--- src/rtl/instr_fetch_pkg.sv ---
// Shared constants and state encoding for the instruction fetch unit.
// The optional halt-on-0xFF behaviour is enabled with INSTR_FETCH_HALT_DETECT_EN.
package instr_fetch_pkg;

  localparam int AW     = 4;
  localparam int DW     = 8;
  localparam int QDEPTH = 2;

  localparam logic [DW-1:0] HALT_WORD = 8'hFF;

  typedef enum logic [1:0] {
    IDLE  = 2'd0,
    FETCH = 2'd1,
    HALT  = 2'd2
  } state_t;

endpackage

--- src/rtl/fetch_queue.sv ---
// Two-entry FIFO that holds fetched {pc, word} pairs for the decoder.
// Entry 0 is always the head, so the head output is a plain register.
module fetch_queue
  import instr_fetch_pkg::*;
#(
  parameter int W = AW + DW
) (
  input  logic         clk,
  input  logic         rst_n,
  input  logic         push,
  input  logic [W-1:0] din,
  input  logic         pop,
  input  logic         flush,
  output logic [W-1:0] head,
  output logic [1:0]   count
);

  localparam logic [1:0] FULL = 2'(QDEPTH);

  logic [W-1:0] entry0;
  logic [W-1:0] entry1;
  logic [1:0]   cnt;
  logic         pop_ok;
  logic         push_ok;

  assign pop_ok  = pop && (cnt != 2'd0);
  assign push_ok = push && ((cnt != FULL) || pop_ok);

  // Flush wins over push and pop; a simultaneous pop is simply absorbed by it.
  always_ff @(posedge clk or negedge rst_n) begin
    if (!rst_n) begin
      entry0 <= '0;
      entry1 <= '0;
      cnt    <= 2'd0;
    end else if (flush) begin
      cnt <= 2'd0;
    end else begin
      case ({push_ok, pop_ok})
        2'b10: begin
          if (cnt == 2'd0) entry0 <= din;
          else             entry1 <= din;
          cnt <= cnt + 2'd1;
        end
        2'b01: begin
          entry0 <= entry1;
          cnt    <= cnt - 2'd1;
        end
        2'b11: begin
          if (cnt == 2'd1) begin
            entry0 <= din;
          end else begin
            entry0 <= entry1;
            entry1 <= din;
          end
        end
        default: ;
      endcase
    end
  end

  assign head  = entry0;
  assign count = cnt;

endmodule

--- src/rtl/instr_fetch.sv ---
// Instruction fetch: owns the PC, reads the ROM and queues words for the decoder.
// Define INSTR_FETCH_HALT_DETECT_EN to stop fetching after a fetched 0xFF word.
module instr_fetch
  import instr_fetch_pkg::*;
(
  input  logic          clk,
  input  logic          rst_n,
  input  logic          start,
  output logic [AW-1:0] address,
  input  logic [DW-1:0] r_bus,
  output logic [DW-1:0] instr_out,
  output logic [AW-1:0] instr_pc,
  output logic          instr_valid,
  input  logic          instr_ready,
  input  logic          redirect,
  input  logic [AW-1:0] redirect_addr,
  output logic          busy,
  output logic          halted
);

  state_t          state;
  state_t          next_state;
  logic [AW-1:0]   pc;
  logic [AW-1:0]   pc_next;
  logic            push;
  logic            flush;
  logic            pop;
  logic            can_push;
  logic [1:0]      count;
  logic [AW+DW-1:0] head;

  assign instr_valid = (count != 2'd0);
  assign pop         = instr_valid & instr_ready;
  assign can_push    = (count != 2'(QDEPTH)) || pop;

  always_ff @(posedge clk or negedge rst_n) begin
    if (!rst_n) state <= IDLE;
    else        state <= next_state;
  end

  // Redirect overrides everything; start only matters while not fetching.
  always_comb begin
    next_state = state;
    if (redirect) begin
      next_state = FETCH;
    end else begin
      case (state)
        IDLE:  if (start) next_state = FETCH;
        FETCH: begin
`ifdef INSTR_FETCH_HALT_DETECT_EN
          if (can_push && (r_bus == HALT_WORD)) next_state = HALT;
`endif
        end
        HALT:  if (start) next_state = FETCH;
        default: next_state = IDLE;
      endcase
    end
  end

  always_comb begin
    push    = 1'b0;
    flush   = 1'b0;
    pc_next = pc;
    if (redirect) begin
      flush   = 1'b1;
      pc_next = redirect_addr;
    end else begin
      case (state)
        IDLE, HALT: begin
          if (start) begin
            flush   = 1'b1;
            pc_next = '0;
          end
        end
        FETCH: begin
          if (can_push) begin
            push    = 1'b1;
            pc_next = pc + AW'(1);
          end
        end
        default: ;
      endcase
    end
  end

  always_ff @(posedge clk or negedge rst_n) begin
    if (!rst_n) pc <= '0;
    else        pc <= pc_next;
  end

  fetch_queue #(.W(AW + DW)) u_queue (
    .clk   (clk),
    .rst_n (rst_n),
    .push  (push),
    .din   ({pc, r_bus}),
    .pop   (pop),
    .flush (flush),
    .head  (head),
    .count (count)
  );

  assign address   = pc;
  assign instr_out = head[DW-1:0];
  assign instr_pc  = head[AW+DW-1:DW];
  assign busy      = (state == FETCH);

`ifdef INSTR_FETCH_HALT_DETECT_EN
  assign halted = (state == HALT);
`else
  assign halted = 1'b0;
`endif

endmodule

--- config.mk ---
export PLATFORM = sky130hd
export DESIGN_NAME = instr_fetch
export DESIGN_NICKNAME = d
export VERILOG_FILES = /design/src/rtl/instr_fetch_pkg.sv /design/src/rtl/fetch_queue.sv /design/src/rtl/instr_fetch.sv
export SDC_FILE = /design/constraint.sdc
export NUM_CORES = 1
export LEC_CHECK = 0
export BUFFER_PORTS_ARGS = -buffer_cell sky130_fd_sc_hd__buf_4
export CAP_MARGIN = 0
export CORE_ASPECT_RATIO = 0.7
export CORE_MARGIN = 3
export CORE_UTILIZATION = 53
export CTS_CLUSTER_SIZE = 20
export DETAILED_ROUTE_END_ITERATION = 10
export GPL_TIMING_DRIVEN = 0
export MAX_ROUTING_LAYER = met4
export PLACE_DENSITY = 0.78
export SLEW_MARGIN = 20
export SYNTH_ARGS = -nofsm -noshare
export SYNTH_HDL_FRONTEND = slang
export SYNTH_SLANG_ARGS = --single-unit
--- constraint.sdc ---
create_clock -name clk -period 2.8 [get_ports clk]
set_clock_uncertainty 0.15 [all_clocks]
set_input_delay 0.28 -clock clk [delete_from_list [all_inputs] [get_ports clk]]
set_output_delay 0.28 -clock clk [all_outputs]
set_load 0.02 [all_outputs]
Word level (Yosys, flattened, before mapping)
Index checks and enable logic that the tools add are counted.
{ "word_totals": {"ff_bits": 32, "inputBits": 17, "word_cells": 60} }
{ "op_classes": {"n_addsub": 3, "n_eq_ne": 13, "n_mux": 21, "bitwise_logic": 2, "n_reduce_logical": 16} }
{ "ops": {"columns": ["cell", "count"], "rows": [
  ["$mux W12", 4],
  ["$pmux W12 S3", 1],
  ["$pmux W12 S2", 1],
  ["$mux W4", 3],
  ["$reduce_bool A3 Y1", 3],
  ["$ne A2 B2 Y1 const B", 4],
  ["$pmux W2 S2", 2],
  ["$pmux W4 S2", 1],
  ["$eq A2 B1 Y1 const B", 3],
  ["$eq A2 B2 Y1 const B", 3],
  ["$mux W1", 6],
  ["$mux W2", 3],
  ["$reduce_and A3 Y1", 2],
  ["$add A4 B1 Y4 const B", 1],
  ["$logic_not A2 Y1", 2],
  ["$reduce_and A4 Y1", 1],
  ["$reduce_bool A2 Y1", 2],
  ["$ne A3 B1 Y1 const B", 1],
  ["$ne A3 B2 Y1 const B", 1],
  ["$add A2 B1 Y2 const B", 1],
  ["$logic_and A1 B1 Y1", 2],
  ["$logic_or A1 B1 Y1", 2],
  ["$ne A2 B1 Y1 const B", 1],
  ["$reduce_and A2 Y1", 1],
  ["4 further kinds", 4]
]} }

Longest topological paths before layout
Gate-level depths: netlist (run 1).
{ "depth": {"ltp_word": 10, "mapped_depth": 7} }

Cells and area by module
Synthesis (run 1) repeated with hierarchy kept, for this count alone.
{ "unflattened": {"hier_cells": 135, "hier_area_um2": 1605.3} }
{ "modules_own_cells": {"columns": ["module", "n_inst", "cells_per_inst", "area_per_inst_um2", "seq_area_each_um2"], "rows": [
  ["fetch_queue", 1, 100, 1270.0, 650.6],
  ["instr_fetch", 1, 35, 335.3, 125.1]
]} }

Least setup slack after synthesis (run 1)
OpenSTA, ideal clock, no wires.
{ "synth_timing": {"path_kind": "reg-to-reg", "start": "reg u_queue.cnt[0], in the netlist u_queue.count[0]", "end": "reg u_queue.entry0[10], in the netlist u_queue.head[10]", "setup_ns": 0.125, "arrival_time_ns": 1.828, "t_required_ns": 2.525, "setup_slack_ns": 0.697, "stages_incl_launch_ff": 8, "n_path_buf": 1, "synth_period_minus_slack_ns": 2.103, "cell_sequence": "dfrtp_1 > inv_1 > ha_1 > inv_1 > o21a_1 > o32ai_1 > buf_4 > mux2_2"} }
{ "synth_between": {"elab_chain_cells": 10, "elab_cells_between_ends": 20, "cone_classes": "eq/ne (6); mux (5); bitwise (1); reduce/logical (8)"} }
{ "synth_rtl": {"columns": ["element", "line", "text"], "rows": [
  ["from (decl)", "fetch_queue.sv:22", "logic [1:0] cnt;"],
  ["from (signal assigned)", "fetch_queue.sv:42", "cnt <= cnt + 2'd1;"],
  ["from (signal assigned)", "fetch_queue.sv:46", "cnt <= cnt - 2'd1;"],
  ["$reduce_bool A2 Y1 (*)", "instr_fetch.sv:32", "assign instr_valid = (count != 2'd0);"],
  ["net instr_valid", "instr_fetch.sv:13", "output logic instr_valid,"],
  ["$and A1 B1 Y1", "instr_fetch.sv:33", "assign pop = instr_valid & instr_ready;"],
  ["$logic_or A1 B1 Y1", "instr_fetch.sv:34", "assign can_push = (count != 2'(QDEPTH)) || pop;"],
  ["$mux W1", "instr_fetch.sv:76", "if (can_push) begin"],
  ["$mux W1", "instr_fetch.sv:68", "case (state)"],
  ["$mux W1", "instr_fetch.sv:64", "if (redirect) begin"],
  ["$logic_and A1 B1 Y1", "fetch_queue.sv:27", "assign push_ok = push && ((cnt != FULL) || pop_ok);"],
  ["$eq A2 B2 Y1 / $eq A2 B1 Y1 (equally long branches)", "fetch_queue.sv:38", "case ({push_ok, pop_ok})"],
  ["$ne A2 B1 Y1 (no source line) / $reduce_bool A3 Y1 (equally long branches)", null, null],
  ["$reduce_and A3 Y1 (no source line)", null, null],
  ["to (signal assigned)", "fetch_queue.sv:40", "if (cnt == 2'd0) entry0 <= din;"],
  ["to (signal assigned)", "fetch_queue.sv:45", "entry0 <= entry1;"],
  ["to (signal assigned)", "fetch_queue.sv:50", "entry0 <= din;"],
  ["to (decl)", "fetch_queue.sv:20", "logic [W-1:0] entry0;"]
]} }
Mark *: on every way through the listed nets, which the timed path passes. The rest lies on a longest branch.
A chain may end at the register's enable or synchronous reset.

Worst setup path after layout (run 1)
{ "layout_timing": {"start": "reg u_queue.cnt[0], in the netlist u_queue.count[0]", "end": "reg u_queue.entry0[11], in the netlist u_queue.head[11]"} }
{ "layout_between": {"elab_chain_cells": 10, "elab_cells_between_ends": 20, "cone_classes": "eq/ne (6); mux (5); bitwise (1); reduce/logical (8)"} }
{ "layout_rtl": {"columns": ["element", "line"], "rows": [
  ["$reduce_bool A2 Y1", "fetch_queue.sv:26, instr_fetch.sv:32"],
  ["$and A1 B1 Y1", "instr_fetch.sv:33"],
  ["$logic_or A1 B1 Y1", "instr_fetch.sv:34"],
  ["$mux W1", "instr_fetch.sv:76"],
  ["$mux W1", "instr_fetch.sv:68"],
  ["$mux W1", "instr_fetch.sv:64"],
  ["$logic_and A1 B1 Y1", "fetch_queue.sv:27"],
  ["$eq A2 B2 Y1 / $eq A2 B1 Y1 (equally long branches)", "fetch_queue.sv:38"],
  ["$ne A2 B1 Y1 (no source line) / $reduce_bool A3 Y1 (equally long branches)", null],
  ["$reduce_and A3 Y1 (no source line)", null]
]} }
Parallel ways exist; a longest one is shown, timed or not.

==> flow_summary.rst, run 1 <==
.. list-table::
   :header-rows: 1

   * - Metric
     - Value
   * - Result of the run
     - complete, no violations
   * - Area overhead of the layout relative to synthesis
     - 24.82%
   * - Initial antenna violation count
     - 0
   * - Pin count of the biggest net entering global routing
     - 32
   * - WP buf/inv
     - 2
   * - Setup crit start kind
     - flip-flop
   * - Highest net fanout along the worst path
     - 10
   * - Number of warnings printed during yosys synthesis
     - 0
   * - Inserted Diodes
     - 0
   * - Total negative slack for setup checks
     - 0 ps
   * - Overall Global Routing Usage
     - 20.61%
   * - Class of the most critical hold timing path
     - primary input to flip-flop
   * - Clock tree from TritonCTS
     - built
   * - Multi-input logic area
     - 755.7 sq um
   * - Uppermost layer routed
     - met4
   * - Proportion of register bits with asynchronous set or reset after synthesis
     - 100.0%
   * - Time the worst path needs with I/O delays and setup
     - 2389 ps
   * - WP data arrival
     - between 2000 and 2500 ps
   * - Starting utilization of the core area
     - 60.19%
   * - First-pass GRT wire length
     - 5602 um
   * - H-tree levels
     - 2
   * - Clock input transition at the sequential cells of the worst setup and hold paths
     - 60 ps
   * - Rows
     - 15
   * - Worst ir drop on vdd
     - 694.0 uV
   * - Slew Limit Headroom
     - 63.53%
   * - TritonCTS sink count
     - 31
   * - Count of cells along the worst hold path
     - 2
   * - Total number of vias
     - 1110
   * - Kind of end point of the critical path
     - flip-flop
   * - Finished Layout Cells
     - about 200
   * - Fraction of final layout cells sized beyond drive strength 1
     - 50.90%
   * - Clock latency on the worst-skew pair
     - 270 ps
   * - Worst R2R Setup Slack
     - between 400 and 500 ps
   * - Post-Syn Area per Cell
     - 12.74 sq um
   * - M1 wire length
     - 1514 um
   * - Vias in the first global route
     - 1173
   * - Setup violation total in the final timing report
     - 0
   * - Die span in y
     - 51.87 um
   * - First-iteration detailed-routing DRC count
     - 56
   * - Die Span X
     - 71.52 um
   * - Kind of critical path
     - flip-flop to flip-flop
   * - Number of flops mapped to enable cells by yosys
     - 0
   * - Routed Antenna Nets
     - 0
   * - Synthesis-stage register bit count
     - 31
   * - DP Cell Count
     - a little under 200
   * - Remaining routing DRC violations
     - 0
   * - Inserted Clock Buffers
     - 5
   * - Total of cells resized after clock tree synthesis
     - 0
   * - Crit path required time
     - 2810 ps
   * - Boundary pin count
     - 36
   * - Count of nets after finishing
     - 188
   * - Number of buffer cells added on primary ports
     - 34
   * - Most used cells in the layout excluding fill and tap cells
     - sky130_fd_sc_hd__buf_4, sky130_fd_sc_hd__mux2_2, sky130_fd_sc_hd__dfrtp_1
   * - Worst setup slack after layout
     - 411.1 ps
   * - Cells along the critical path
     - inv_1, ha_1, nand2b_4, o32ai_1, buf_4, mux2_2
   * - Highest cell delay on the worst timing path
     - 480 ps
   * - Number of iterations in the first detailed-routing pass
     - 4
   * - Reported leakage power
     - around 0.00088 uW
   * - Path depth of the worst reg2reg path
     - 6
   * - Cell family with most CP delay
     - compound AO/OA/AOI/OAI gates
   * - Clock root cell
     - sky130_fd_sc_hd__clkbuf_8
   * - Nets in the synthesized netlist
     - 146
   * - Final hold violation count
     - 0
   * - Transition time of the tightest slew-check pin
     - about 550 ps
   * - Standard cell core area
     - 2646 sq um
   * - Critical Path Slowest Stage Cell
     - sky130_fd_sc_hd__o32ai_1
   * - Register cell area after layout
     - 775.7 sq um
   * - Number of distinct library cells after synthesis
     - 34
   * - Max Cap Viol
     - 0
   * - Layout fillers
     - 182
   * - Via density per instance
     - between 5 and 6
   * - Overall die area
     - 3709 sq um
   * - Depth of the critical timing path with buffers and inverters included
     - 6
   * - Placement-stage worst setup slack
     - 463.7 ps
   * - Placer's final routability congestion estimate
     - 0.8669
   * - Sum of met2 wire segment lengths after detailed routing
     - between 1500 and 2000 um
   * - Maximum clock insertion buffer count
     - 2
   * - Hold_ws
     - 87.00 ps
   * - Total half-perimeter wirelength after legalization and detailed placement
     - 2403 um
   * - Top FF cell, synth
     - sky130_fd_sc_hd__dfrtp_1
   * - Wire length per cell
     - 16.45 um
   * - Post-synthesis cell area
     - 1593 sq um
   * - Gr ovfl total
     - 0
   * - Final worst-path cycle share
     - a little under nine tenths
   * - Count of pins over their slew limit
     - 0
   * - WL met3
     - around 190 um
   * - Overall routed net length
     - 3306 um
   * - Total power density per cell area
     - 1165 nW/um^2
   * - Achievable frequency
     - ~420 MHz
   * - Gate Count Post-Synth
     - 125
   * - Unrepaired setup endpoints after global routing
     - false
   * - Sequential element share of the synthesized area
     - 48.70%
-- sequential cells by signal, indices dropped and copies added (netlist names) --
name            flops
u_queue.head       12
u_queue.count       2
state               1
address             4
u_queue.entry1     12
-- kinds of logic after synthesis --
group | share of synthesized area (%)
AND/OR/NAND/NOR | 7.855
flip-flops | 48.70
buffers and inverters | 3.849
XOR/XNOR | 0.5500
multiplexers | 26.79
other | 0.2354
adder cells (fa/ha/maj) | 3.142
AO/OA/AOI/OAI | 8.878
-- layer usage --
layer / global-route usage [%] / vias to the layer above
met5: - / -
met4: 5.625 / 0
met3: 6.757 / 4
met2: 33.08 / 36
met1: 25.28 / 539
li1: - / 531
-- worst paths after layout --
kind	from	end
worst min register to register	u_queue.entry1[0]$_DFFE_PN0P_	u_queue.entry1[0]$_DFFE_PN0P_
worst min-delay path	start	state[0]$_DFFE_PN0P_
worst max register to register	u_queue.count[0]$_DFFE_PN0P_	u_queue.head[11]$_DFFE_PN0P_
max in group asynchronous	rst_n	u_queue.count[1]$_DFFE_PN0P_
worst max-delay path	u_queue.count[0]$_DFFE_PN0P_	u_queue.head[11]$_DFFE_PN0P_
min in group asynchronous	rst_n	u_queue.entry1[11]$_DFFE_PN0P_
-- synth_stat cells, types with 2 or more instances --
cell / n / area [sq um]
sky130_fd_sc_hd__dfrtp_1: 31 / 775.7
sky130_fd_sc_hd__mux2_2: 37 / 416.7
sky130_fd_sc_hd__nand2_1: 4 / 15.01
sky130_fd_sc_hd__o21ai_0: 4 / 20.02
sky130_fd_sc_hd__a32oi_1: 2 / 17.52
sky130_fd_sc_hd__inv_1: 5 / 18.77
sky130_fd_sc_hd__ha_1: 4 / 50.05
sky130_fd_sc_hd__nand2b_1: 2 / 12.51
sky130_fd_sc_hd__a21oi_1: 3 / 15.01
sky130_fd_sc_hd__buf_4: 3 / 22.52
sky130_fd_sc_hd__nand3_1: 2 / 10.01
sky130_fd_sc_hd__nor3_1: 2 / 10.01
sky130_fd_sc_hd__nor2b_1: 5 / 31.28
-- worst register-to-register path: cells and delay by family, from the launching register on --
kind                       cells  cell delay (ps)
AOI/OAI and AO/OA              1              480
adders and majority gates      1              280
buffers and inverters          2              400
DFF                            1              400
and+or+nand+nor                1              200
muxes                          1              360
-- per-stage QoR --
step | util (%) | cell area [sq um] | power, uW
final | 75.13 | 1988 | 2317
after detailed placement | 71.44 | 1891 | 1982
after CTS | 75.13 | 1988 | 2338
after global routing | 75.13 | 1988 | 2473
after floorplan | - | 1593 | 1603
after global placement | 71.44 | 1891 | 1920
-- timing repair --
action / 4_1_cts / 5_1_grt
buffers inserted: 0 / 0
endpoints found under the hold margin: 31 / 0
hold buffers: 1 / 0
-- power breakdown --
group	leakage (uW)	switching (uW)	internal (uW)
combinational	0.000472	543	620
clock	0.0000470	154	192
sequential	0.000364	142	665
-- cell type report --
class                   count  share of cell area, %
inverters                   5                 0.9440
clock buffers               6                  4.154
plain buffers               6                  2.140
multi-input cells          83                  38.01
repair buffers             35                  13.34
flip-flops and latches     31                  39.02
clock inverters             1                 0.2517
well taps                  34                  2.140
No activity file was read; power rests on OpenSTA's default activity.
==> run 2: changes to the inputs <==
Settings changed: ABC_AREA set to 0, CORE_UTILIZATION 53 to 57, PLACE_DENSITY 0.78 to 0.84.
Clock period 2.8 ns to 2.75 ns, I/O delays scaled along.
==> run 2 against run 1 <==
  * Total power grew 6.6%
  * Maximum frequency shrank 1.7%
  * Largest cell class unchanged
  * Critical path depth is the same
  * Critical endpoint is now u_queue.head[3]$_DFFE_PN0P_
  * First-iteration DRC count grew 91%
  * Register-to-register slack lost 90 ps
==> flow_summary.rst, run 2 (synthesis gave the netlist of run 1 again) <==
.. list-table::
   :header-rows: 1

   * - Metric
     - Value
   * - Total half-perimeter wirelength after legalization and detailed placement
     - 2355 um (-2.0%)
   * - Worst reg2reg path startpoint
     - u_queue.count[0]$_DFFE_PN0P_
   * - Initial antenna violation count
     - 0 (unchanged)
   * - Maximum clock insertion buffer count
     - 2 (unchanged)
   * - H-tree levels
     - 2 (unchanged)
   * - Total negative slack for setup checks
     - 0 ps (unchanged)
   * - Setup violation total in the final timing report
     - 0 (unchanged)
   * - Clock root cell
     - sky130_fd_sc_hd__clkbuf_8
   * - Clock tree from TritonCTS
     - built
   * - Multi-input logic area
     - 755.7 sq um (unchanged)
   * - Worst ir drop on vdd
     - 876.5 uV (+26%)
   * - Inserted Clock Buffers
     - 5 (unchanged)
   * - Critical Path Slowest Stage Cell
     - sky130_fd_sc_hd__o32ai_1
   * - Clock latency on the worst-skew pair
     - 280 ps (about the same)
   * - Clock input transition at the sequential cells of the worst setup and hold paths
     - 70 ps (about the same)
   * - Total power density per cell area
     - 1224 nW/um^2 (+5.0%)
   * - Class of the most critical hold timing path
     - primary input to flip-flop
   * - Layout fillers
     - 171 (-6.0%)
   * - Finished layout cell area
     - 2018 sq um (+1.5%)
   * - WP buf/inv
     - 2 (unchanged)
   * - Achievable frequency
     - 411.6 MHz (-1.7%)
   * - Count of pins over their slew limit
     - 0 (unchanged)
   * - Highest cell delay on the worst timing path
     - 490 ps (about the same)
   * - Reported leakage power
     - 0.0008974 uW (+1.6%)
   * - Number of iterations in the first detailed-routing pass
     - 4 (unchanged)
   * - Rows
     - 15 (unchanged)
   * - Highest net fanout along the worst path
     - 10 (unchanged)
   * - Overall Global Routing Usage
     - 21.50% (+0.90 points)
   * - Placer's final routability congestion estimate
     - 0.8783 (+1.3%)
   * - Gr ovfl total
     - 0 (unchanged)
   * - Post-route core utilization
     - 79.07% (+3.9 points)
   * - First-pass GRT wire length
     - 5651 um (+0.87%)
   * - Number of buffer cells added on primary ports
     - 34 (unchanged)
   * - CTS hold repair buffers
     - 1 (unchanged)
   * - Pin count of the biggest net entering global routing
     - 32 (unchanged)
   * - Origin of the worst min-delay path
     - redirect_addr[3]
   * - Cells along the critical path
     - inv_1, ha_1, nand2b_4, o32ai_1, buf_4, mux2_2
   * - Fraction of final layout cells sized beyond drive strength 1
     - 51.19% (+0.29 points)
   * - Die Span X
     - 69.18 um (-3.3%)
   * - Timing startpoint of the critical path
     - u_queue.count[0]$_DFFE_PN0P_
   * - Final worst-path cycle share
     - 88.34% (+3.0 points)
   * - Inserted Diodes
     - 0 (unchanged)
   * - Via density per instance
     - 5.589 (+1.2%)
   * - Cell family with most CP delay
     - compound AO/OA/AOI/OAI gates
   * - Setup crit start kind
     - flip-flop
   * - Area overhead of the layout relative to synthesis
     - 26.71%
   * - Total number of vias
     - 1129 (+1.7%)
   * - Starting utilization of the core area
     - 62.40% (+2.2 points)
   * - Max Cap Viol
     - 0 (unchanged)
   * - Routed Antenna Nets
     - 0 (unchanged)
   * - Transition time of the tightest slew-check pin
     - 556.6 ps (+11.24 ps)
   * - Remaining routing DRC violations
     - 0 (unchanged)
   * - Register cell area after layout
     - 775.7 sq um (unchanged)
   * - Post-CTS setup buffer count
     - 0 (unchanged)
   * - Crit path required time
     - 2760 ps (-50 ps)
   * - Vias in the first global route
     - 1206 (+2.8%)
   * - Result of the run
     - complete, no violations
   * - Total of cells resized after clock tree synthesis
     - 0 (unchanged)
   * - Dpl cell area
     - 1891 sq um (unchanged)
   * - Slew Limit Headroom
     - 62.78% (-0.75 points)
   * - Overall routed net length
     - 3198 um (-3.3%)
   * - Final hold violation count
     - 0 (unchanged)
   * - Count of nets after finishing
     - 188 (unchanged)
   * - Finished Layout Cells
     - 202 (+0.50%)
   * - WP data arrival
     - 2440 ps (+40 ps)
   * - Kind of critical path
     - flip-flop to flip-flop
   * - Unrepaired setup endpoints after global routing
     - false
   * - Boundary pin count
     - 36 (unchanged)
   * - Time the worst path needs with I/O delays and setup
     - 2429 ps (+40.38 ps)
   * - Most used cells in the layout excluding fill and tap cells
     - sky130_fd_sc_hd__buf_4, sky130_fd_sc_hd__mux2_2, sky130_fd_sc_hd__dfrtp_1
   * - Die span in y
     - 50.23 um (-3.2%)
   * - Kind of end point of the critical path
     - flip-flop
   * - Wire length per cell
     - 15.83 um (-3.7%)
   * - Standard cell core area
     - 2552 sq um (-3.5%)
   * - DP Cell Count
     - 193 (unchanged)
   * - TritonCTS sink count
     - 31 (unchanged)
   * - First-iteration detailed-routing DRC count
     - 107 (+91%)
   * - Overall die area
     - 3475 sq um (-6.3%)
-- run 2: layout make-up --
class / instances / share of cell area, %
Sequential cell: 31 / 38.44
Inverter: 5 / 0.9299
Clock buffer: 6 / 4.092
Tap cell: 34 / 2.108
Buffer: 6 / 2.108
Clock inverter: 2 / 1.736
Multi-Input combinational cell: 83 / 37.45
Timing Repair Buffer: 35 / 13.14
-- run 2: tightest hold or removal path, stage by stage --
cell                      delay, ps
sky130_fd_sc_hd__buf_4           80
sky130_fd_sc_hd__a32oi_1         40
sky130_fd_sc_hd__o21ai_0         60
-- run 2: path summary, 6_finish.rpt --
check	to	slack, ps	cells past startpoint
setup / recovery	u_queue.head[3]$_DFFE_PN0P_	320	6
hold / removal	address[3]$_DFFE_PN0P_	60	3
setup reg to reg	u_queue.head[3]$_DFFE_PN0P_	320	6
hold reg to reg	u_queue.entry1[1]$_DFFE_PN0P_	360	1
max in group asynchronous	u_queue.entry1[1]$_DFFE_PN0P_	1850	2
min in group asynchronous	address[1]$_DFFE_PN0P_	310	2
-- run 2: stage by stage --
step / setup WS, ps / hold WS (ps) / total power [uW]
floorplan: 647.5 / -170.6 / 1632
global placement: 394.7 / 72.54 / 1949
detailed placement: 371.6 / 76.88 / 2025
CTS: 346.2 / 61.20 / 2490
global route: 197.5 / 70.27 / 2644
finish: 320.7 / 62.37 / 2470
-- run 2: routing by layer --
metal / global-route usage (%) / vias to the layer above / share of wire [%]
met5: - / - / 0
met1: 26.14 / 558 / 43
met3: 5.800 / 4 / 5.4
met4: 6.818 / 0 / 0.97
met2: 35.44 / 32 / 50
li1: - / 535 / -
-- run 2: power breakdown --
group,leakage (uW),internal (uW),switching (uW),total (uW)
Sequential,0.000364,677,145,822
Clock,0.0000612,293,165,457
Combinational,0.000472,631,559,1190
Total,0.000897,1600,869,2470
==> run 3: changes to the inputs <==
Settings changed: CORE_ASPECT_RATIO 0.7 to 1.4.
==> run 3 against run 2 <==
  * Final cell count rose by 0.99%
  * Global-route usage fell by 0.12 points
  * Flip-flop and latch count unchanged
  * Critical path type unchanged
  * Largest cell class unchanged
  * Count of clock-buffer cells in the layout did not move
  * Die area about the same
  * Combinational power about the same
  * Critical endpoint is now u_queue.head[8]$_DFFE_PN0P_
  * Sequential power hardly changed
==> flow_summary.rst, run 3 (synthesis gave the netlist of run 1 again) <==
.. list-table::
   :header-rows: 1

   * - Metric
     - Value
   * - Result of the run
     - complete, no violations
   * - Clock root cell
     - sky130_fd_sc_hd__clkbuf_4
   * - Die Span X
     - 50.68 um (-27%)
   * - Most used cells in the layout excluding fill and tap cells
     - sky130_fd_sc_hd__buf_4, sky130_fd_sc_hd__mux2_2, sky130_fd_sc_hd__dfrtp_1
   * - Final hold violation count
     - 0 (unchanged)
   * - Max Cap Viol
     - 0 (unchanged)
   * - Slew Limit Headroom
     - 65.29% (+2.5 points)
   * - Worst ir drop on vdd
     - 836.3 uV (-4.6%)
   * - Highest net fanout along the worst path
     - 10 (unchanged)
   * - Kind of critical path
     - flip-flop to flip-flop
   * - Boundary pin count
     - 36 (unchanged)
   * - Worst reg2reg path startpoint
     - u_queue.count[0]$_DFFE_PN0P_
   * - Transition time of the tightest slew-check pin
     - 519.0 ps (-37.60 ps)
   * - Total power density per cell area
     - 1197 nW/um^2 (-2.2%)
   * - Kind of end point of the critical path
     - flip-flop
   * - Die span in y
     - 68.55 um (+36%)
   * - Final worst-path cycle share
     - 85.98% (-2.4 points)
   * - Setup crit start kind
     - flip-flop
   * - Time the worst path needs with I/O delays and setup
     - 2364 ps (-64.94 ps)
   * - Overall Global Routing Usage
     - 21.39% (-0.12 points)
   * - Clock tree from TritonCTS
     - built
   * - H-tree levels
     - 2 (unchanged)
   * - Total of cells resized after clock tree synthesis
     - 0 (unchanged)
   * - Finished Layout Cells
     - 204 (+0.99%)
   * - Overall routed net length
     - 3341 um (+4.5%)
   * - Starting utilization of the core area
     - 60.27% (-2.1 points)
   * - Worst R2R Setup Slack
     - 390 ps (+60 ps)
   * - Crit path required time
     - 2820 ps (+60 ps)
   * - Maximum clock insertion buffer count
     - 2 (unchanged)
   * - Total negative slack for setup checks
     - 0 ps (unchanged)
   * - Placer's final routability congestion estimate
     - 0.8347 (-5.0%)
   * - Pin count of the biggest net entering global routing
     - 32 (unchanged)
   * - Inserted Diodes
     - 0 (unchanged)
   * - TritonCTS sink count
     - 31 (unchanged)
   * - Rows
     - 22 (+7)
   * - Standard cell core area
     - 2643 sq um (+3.5%)
   * - Overall die area
     - 3474 sq um (about the same)
   * - First-pass GRT wire length
     - 5257 um (-7.0%)
   * - Inserted Clock Buffers
     - 5 (unchanged)
   * - Number of iterations in the first detailed-routing pass
     - 4 (unchanged)
   * - Number of buffer cells added on primary ports
     - 34 (unchanged)
   * - WP data arrival
     - 2430 ps (about the same)
   * - Clock latency on the worst-skew pair
     - 330 ps (+50 ps)
   * - Initial antenna violation count
     - 0 (unchanged)
   * - DP Cell Count
     - 195 (+1.0%)
   * - Fraction of final layout cells sized beyond drive strength 1
     - 51.19% (unchanged)
   * - Routed Antenna Nets
     - 0 (unchanged)
   * - Terminus of the critical flop-to-flop path
     - u_queue.head[8]$_DFFE_PN0P_
   * - Count of nets after finishing
     - 188 (unchanged)
   * - Count of pins over their slew limit
     - 0 (unchanged)
   * - Finished layout cell area
     - 1989 sq um (-1.4%)
   * - Clock input transition at the sequential cells of the worst setup and hold paths
     - 100 ps (+30 ps)
   * - Gr ovfl total
     - 0 (unchanged)
   * - Wire length per cell
     - 16.38 um (+3.4%)
   * - Remaining routing DRC violations
     - 0 (unchanged)
   * - Achievable frequency
     - 422.9 MHz (+2.7%)
   * - Post-CTS setup buffer count
     - 0 (unchanged)
   * - Path depth of the worst reg2reg path
     - 6 (unchanged)
   * - Crit path capture
     - u_queue.head[8]$_DFFE_PN0P_
   * - Unrepaired setup endpoints after global routing
     - false
   * - Reported leakage power
     - 0.0008844 uW (-1.4%)
   * - Area overhead of the layout relative to synthesis
     - 24.90%
   * - Class of the most critical hold timing path
     - primary input to flip-flop
   * - Via density per instance
     - 5.721 (+2.4%)
   * - Dpl cell area
     - 1893 sq um (+0.13%)
   * - Total half-perimeter wirelength after legalization and detailed placement
     - 2418 um (+2.7%)
   * - Setup violation total in the final timing report
     - 0 (unchanged)
   * - Timing startpoint of the critical path
     - u_queue.count[0]$_DFFE_PN0P_
   * - First-iteration detailed-routing DRC count
     - 24 (-78%)
   * - Overall power
     - 2382 uW (-3.6%)
   * - Vias in the first global route
     - 1183 (-1.9%)
   * - Count of cells along the worst hold path
     - 3 (unchanged)
   * - Total number of vias
     - 1167 (+3.4%)
## run 3: cell counts in the layout (fill, tap and decap cells not counted)
Identical to the previous run, type by type.
## run 3: timing repair
item,in CTS,in global routing
hold buffers,1,0
endpoints found under the hold margin,31,0
endpoints found under the setup margin,0,0
## run 3: worst min-delay path by stage
| stage | from | endpoint | slack (ps) |
|---|---|---|---|
| after detailed placement | rst_n | u_queue.entry1[1]$_DFFE_PN0P_ | 80 |
| after global routing | redirect_addr[1] | address[1]$_DFFE_PN0P_ | 10 |
| after global placement | rst_n | u_queue.entry1[1]$_DFFE_PN0P_ | 70 |
| final | redirect_addr[3] | address[3]$_DFFE_PN0P_ | 10 |
| after CTS | redirect_addr[3] | address[3]$_DFFE_PN0P_ | 7 |
| after floorplan | rst_n | address[0]$_DFFE_PN0P_ | -170 |
## run 3: report_power, final
| group | switching, uW | internal (uW) |
|---|---|---|
| Combinational | 555 | 632 |
| Clock | 160 | 215 |
| Sequential | 144 | 675 |
## run 3: routing by layer
| metal | up-vias | GRT usage (%) | share of wire (%) |
|---|---|---|---|
| li1 | 536 | - | - |
| met1 | 587 | 22.35 | 39 |
| met2 | 33 | 36.76 | 54 |
| met3 | 11 | 5.161 | 4.3 |
| met4 | 0 | 12.79 | 2.5 |
| met5 | - | - | 0 |
## run 3: final cells by class
class	count	area, sq um
inverter	5	18.77
buffer	6	42.54
clock inverter	2	35.03
multi-input combinational	83	755.7
clock buffer	6	51.30
tap	36	45.04
sequential	31	775.7
timing repair buffer	35	265.3
fill	199	653.1
## run 3: per-stage QoR
step / utilization, % / setup slack, ps / hold slack (ps)
after floorplan: - / 647.5 / -170.6
after CTS: 75.28 / 382.4 / 7.101
final: 75.28 / 385.6 / 9.770
after detailed placement: 71.64 / 374.2 / 79.32
after global placement: 71.64 / 457.8 / 74.40
after global routing: 75.28 / 262.8 / 12.33
## run 3: worst max-delay path: stages, from the launching register on
cell and delay (ps):
sky130_fd_sc_hd__dfrtp_1 410, sky130_fd_sc_hd__inv_1 110, sky130_fd_sc_hd__ha_1 280, sky130_fd_sc_hd__nand2b_4 200
sky130_fd_sc_hd__o32ai_1 460, sky130_fd_sc_hd__buf_4 290, sky130_fd_sc_hd__mux2_2 360
